<file path="config.mk">
export PLATFORM = sky130hd
export DESIGN_NAME = seq_divider3
export DESIGN_NICKNAME = d
export VERILOG_FILES = /design/src/rtl/seq_divider3.sv
export SDC_FILE = /design/constraint.sdc
export NUM_CORES = 1
export LEC_CHECK = 0
export ABC_AREA = 1
export CELL_PAD_IN_SITES_DETAIL_PLACEMENT = 0
export CELL_PAD_IN_SITES_GLOBAL_PLACEMENT = 2
export CORE_MARGIN = 2
export CORE_UTILIZATION = 32
export CTS_CLUSTER_SIZE = 8
export DETAILED_ROUTE_END_ITERATION = 16
export MAX_ROUTING_LAYER = met4
export PLACE_DENSITY = 0.86
export SYNTH_ARGS = -nofsm -noshare
export SYNTH_HDL_FRONTEND = slang
export SYNTH_SLANG_ARGS = --single-unit
</file>
<file path="constraint.sdc">
create_clock -name clk -period 2.47 [get_ports clk]
set_input_delay 0.3705 -clock clk [delete_from_list [all_inputs] [get_ports clk]]
set_output_delay 0.3705 -clock clk [all_outputs]
set_load 0.01 [all_outputs]
</file>
<file path="src/rtl/seq_divider3.sv">
`default_nettype none
// ============================================================================
// Module   : seq_divider3
// Brief    : 4-bit by 3-bit unsigned divider using repeated subtraction,
//            with divide-by-zero flag and 7-segment display of the quotient.
// Revision : 1.0 - initial release
// ============================================================================
module seq_divider3 (
    input  logic       clk,
    input  logic       rst_n,
    input  logic [3:0] dividend,
    input  logic [2:0] divisor,
    input  logic       start,
    output logic [3:0] quotient,
    output logic [2:0] remainder,
    output logic       busy,
    output logic       done,
    output logic       div_err,
    output logic [1:7] leds
);

    typedef enum logic [1:0] {
        S_IDLE = 2'd0,
        S_RUN  = 2'd1,
        S_DONE = 2'd2
    } state_t;

    state_t     r_state;
    state_t     w_state_nxt;
    logic [3:0] r_w;
    logic [2:0] r_d;
    logic [3:0] r_qw;
    logic       w_ge;
    logic       w_dzero;

    assign w_dzero = (r_d == 3'd0);
    assign w_ge    = (r_w >= {1'b0, r_d});

    always_ff @(posedge clk or negedge rst_n) begin
        if (!rst_n) begin
            r_state <= S_IDLE;
        end else begin
            r_state <= w_state_nxt;
        end
    end

    always_comb begin
        w_state_nxt = r_state;
        case (r_state)
            S_IDLE:  if (start) w_state_nxt = S_RUN;
            S_RUN:   if (w_dzero || !w_ge) w_state_nxt = S_DONE;
            S_DONE:  w_state_nxt = S_IDLE;
            default: w_state_nxt = S_IDLE;
        endcase
    end

    // Operands are captured only at acceptance; results update only on completion.
    always_ff @(posedge clk or negedge rst_n) begin
        if (!rst_n) begin
            r_w       <= 4'd0;
            r_d       <= 3'd0;
            r_qw      <= 4'd0;
            quotient  <= 4'd0;
            remainder <= 3'd0;
            div_err   <= 1'b0;
        end else begin
            case (r_state)
                S_IDLE: begin
                    if (start) begin
                        r_w     <= dividend;
                        r_d     <= divisor;
                        r_qw    <= 4'd0;
                        div_err <= 1'b0;
                    end
                end
                S_RUN: begin
                    if (w_dzero) begin
                        div_err   <= 1'b1;
                        quotient  <= 4'hF;
                        remainder <= 3'd0;
                    end else if (w_ge) begin
                        r_w  <= r_w - {1'b0, r_d};
                        r_qw <= r_qw + 4'd1;
                    end else begin
                        quotient  <= r_qw;
                        remainder <= r_w[2:0];
                    end
                end
                default: ;
            endcase
        end
    end

    assign busy = (r_state == S_RUN);
    assign done = (r_state == S_DONE);

    hex7seg u_hex7seg (
        .hex  (quotient),
        .leds (leds)
    );

endmodule

// ============================================================================
// Module   : hex7seg
// Brief    : Hex digit to active-high segments, leds[1:7] = segments a..g.
// Revision : 1.0 - initial release
// ============================================================================
module hex7seg (
    input  logic [3:0] hex,
    output logic [1:7] leds
);

    always_comb begin
        leds = 7'b0000000;
        case (hex)
            4'h0: leds = 7'b1111110;
            4'h1: leds = 7'b0110000;
            4'h2: leds = 7'b1101101;
            4'h3: leds = 7'b1111001;
            4'h4: leds = 7'b0110011;
            4'h5: leds = 7'b1011011;
            4'h6: leds = 7'b1011111;
            4'h7: leds = 7'b1110000;
            4'h8: leds = 7'b1111111;
            4'h9: leds = 7'b1111011;
            4'hA: leds = 7'b1110111;
            4'hB: leds = 7'b0011111;
            4'hC: leds = 7'b1001110;
            4'hD: leds = 7'b0111101;
            4'hE: leds = 7'b1001111;
            4'hF: leds = 7'b1000111;
            default: leds = 7'b0000000;
        endcase
    end

endmodule
`default_nettype wire

</file>
==> impl_summary.md <==
Placed design
Port buffering added 26 buffers. The routability congestion estimate from global placement is 0.798. After legalization and detailed placement, the total HPWL measured 2230 µm. OpenSTA, run right after detailed placement, puts the worst setup slack at 0.372 ns.

Setup path
In this design, the critical path's most frequently occurring cell is sky130_fd_sc_hd__a21oi_1. Broken down by cell family, the worst path's largest delay share belongs to buffers and inverters. The critical path launch point is quotient[1].

On the critical path, the stage with the largest delay is an instance of sky130_fd_sc_hd__clkdlybuf4s50_1. The signal on the critical path passes through inv_1 > ha_1 > a21oi_1 > inv_1 > a21oi_1 > a21oi_1 > clkdlybuf4s50_1. The critical path's largest stage delay is 0.47 ns. The capturing instance or port of the critical path is leds[4]. Data arrives at the worst endpoint at 1.95 ns. The element type at the critical path end is an output port. Data on the critical path is required at its endpoint by 2.10 ns.

The worst setup path is launched from a register. The critical path buffer and inverter count is 3. The start of the worst register-to-register path is r_w[0].

The peak fanout along the critical path is 7. The register-to-register setup slack is 0.70 ns. The critical path is of the reg2out type. Counting buffers and inverters, the worst setup path is 7 cells deep. The endpoint identified for the worst register-to-register timing path is quotient[0].

The path depth of the worst reg2reg path is 10.

Final layout
The final core utilization is 42.5%. For this run, the post-layout net count is 215. The number of antenna repair diodes is 0. The area growth from synthesis to layout is 26.4%. The most common cell after layout, fill and taps aside is sky130_fd_sc_hd__nand2_1. In the layout the commonest cells are 39 x sky130_fd_sc_hd__nand2_1, 26 x sky130_fd_sc_hd__clkdlybuf4s50_1, 19 x sky130_fd_sc_hd__dfrtp_1, 18 x sky130_fd_sc_hd__inv_1.

The share of final-layout standard cells stronger than drive strength 1 is 13.5%.

Global route
The global-route wire length before repair is 4810 µm. The number of global-route vias before repair was 1041. Across every metal layer, demand over resource in global routing totals 12.6%. The number of antenna violations at the first check in global routing is 0.

Entering global routing, the biggest net connects 22 pins. The sum of overflow across all layers after global routing is 0.

Synthesis
The area of the mapped netlist is 1360 µm². In this run, synthesis inferred 0 flip-flops with an integrated enable. The most used flip-flop cell after synthesis is sky130_fd_sc_hd__dfrtp_1. The Yosys step of the flow raised 0 warnings. The net count after synthesis is 184. A synthesized cell averages 8.36 µm². Synthesis handed over a netlist of 162 instances.

For this run, the register share of the synthesized area comes to 38.8%. The number of synthesized register bits is 21. Counting flops with an async set or reset pin after synthesis yields a share of 100%.

Counting distinct cell types in the post-synthesis netlist gives 24.

Route
The detail route stage leaves a number of antenna-violating nets equal to 0. Wires add up to 2890 µm. The number of remaining DRC errors is 0. The average wire per standard cell is 11.9 µm. The DRC marker count from the first detailed-route iteration is 54. The detailed router placed 1117 vias in this run. For this run, the detailed router's first-pass iteration total came to 4. The via-per-instance ratio is 4.62.

Floorplan
For this design the top-level I/O count stands at 27. For this configuration, the core starts out at a cell density of 33.6%. The die extent in y is 69.1 µm.

Measured along the x axis, the die boundary spans 69.1 µm. The area of the die is 4770 µm². The number of rows in the core area is 23.

The core outline area is 4030 µm².

Timing
The clock skew is 0.00286 ns. The final worst hold slack is 0.438 ns. The worst slew margin relative to its limit is 77.1%. The final-report hold violation count is 0. After routing, the total negative slack on setup checks comes to 0 ns. Subtracting the final worst setup slack from the clock period gives 2.32 ns. The count of pins over their slew limit is 0. Setup slack on the critical path of the routed design comes to 0.154 ns. The actual slew at the worst max-slew pin is 0.343 ns. The number of endpoints failing setup at the final stage is 0.

Setup repair after global routing left no endpoint under its margin. The post-route fraction of the period consumed by the critical path is 93.8%. Derived from the worst setup path, the maximum achievable clock frequency is 0.432 GHz.

Clock tree
The number of gates resized after CTS was 0. The buffer cell driving the clock tree root is sky130_fd_sc_hd__clkbuf_8. TritonCTS built the clock tree.

The TritonCTS sink count is 21. The buffer levels on the longest clock path is 2. The clock buffer count from CTS is 3.

In this run the number of H-tree levels came out at 1. Hold repair after CTS inserted 0 buffers. The post-CTS setup-driven buffer insertion count is 0.

The post-CTS clock slew at the launch and capture registers of the worst setup and hold paths is 0.08 ns. The source-to-sink clock delay at the later pin of the worst-skew pair is 0.27 ns.

Job
Across the run, the number of max-cap violations was 0.

Power and ir drop
For this design the static power due to leakage is 0.820 nW. The worst-case IR drop observed on VDD is 0.761 mV. The power per standard cell area is 1390 nW/µm².

Outcome
The flow ran to the end, and the final reports show no timing, DRC or antenna violations.

Min path
The worst hold-check path type is in2async.
[registers in the layout, summed over array words and instances, names as in the netlist]
signal and count:
r_w 4, remainder 3, r_qw 4, r_state 2
div_err 1, r_d 3, quotient 4
[per-layer routing]
layer  share of wire, %  up-vias  global-route usage [%]
met5                  0        -                       -
met4               0.93        0                    2.61
met3                3.7        2                    2.34
met2                 47       21                    20.6
met1                 49      513                    16.3
li1                   -      581                       -
[metrics by stage]
| step | instances | area, µm² | total power, mW |
|---|---|---|---|
| finish | 242 | 1710 | 2.38 |
| global route | 242 | 1710 | 2.60 |
| CTS | 242 | 1710 | 2.40 |
| detailed placement | 238 | 1670 | 2.16 |
| global placement | 238 | 1670 | 2.13 |
| floorplan | 162 | 1360 | 1.66 |
[cell usage after synthesis, types with 2 or more instances]
master	count	area, µm²
sky130_fd_sc_hd__nand3_2	2	20.0
sky130_fd_sc_hd__ha_1	11	138
sky130_fd_sc_hd__nand3_1	13	65.1
sky130_fd_sc_hd__o21ai_2	7	61.3
sky130_fd_sc_hd__nand2_1	39	146
sky130_fd_sc_hd__inv_2	3	11.3
sky130_fd_sc_hd__a21oi_1	6	30.0
sky130_fd_sc_hd__dfrtp_1	21	526
sky130_fd_sc_hd__xor2_1	2	17.5
sky130_fd_sc_hd__o21ai_1	3	15.0
sky130_fd_sc_hd__o21ai_0	13	65.1
sky130_fd_sc_hd__inv_1	18	67.6
sky130_fd_sc_hd__nand2_4	2	22.5
sky130_fd_sc_hd__nor2_1	12	45.0
[layout make-up]
| type | instances | area (µm²) |
|---|---|---|
| fillers | 423 | 2320 |
| well taps | 50 | 62.6 |
| flip-flops and latches | 21 | 528 |
| inverters | 22 | 87.6 |
| clock buffers | 4 | 45.0 |
| multi-input cells | 118 | 722 |
| repair buffers | 27 | 268 |
[worst min-delay path by stage]
stage	start	to	slack (ns)
4_1_cts	rst_n	div_err	0.45
6_report	rst_n	div_err	0.44
5_1_grt	rst_n	r_w[2]	0.47
3_3_place_gp	remainder[1]	remainder[1]	0.46
2_1_floorplan	rst_n	div_err	0.07
3_5_place_dp	remainder[2]	remainder[2]	0.47
[cell families after synthesis]
family | after synthesis | synth area share [%]
buffers and inverters | 23 | 7.94
xor gates and xnor gates | 3 | 1.94
and+or+nand+nor | 73 | 26.6
DFF | 21 | 38.8
adders and majority gates | 12 | 11.6
AOI/OAI and AO/OA | 30 | 13.1
[report_power, final]
| group | switching (mW) | internal, mW | total [mW] |
|---|---|---|---|
| clock network | 0.123 | 0.115 | 0.239 |
| logic | 0.852 | 0.646 | 1.50 |
| registers | 0.149 | 0.491 | 0.640 |
| total | 1.12 | 1.25 | 2.38 |
Power figures use the tool's default switching activity.
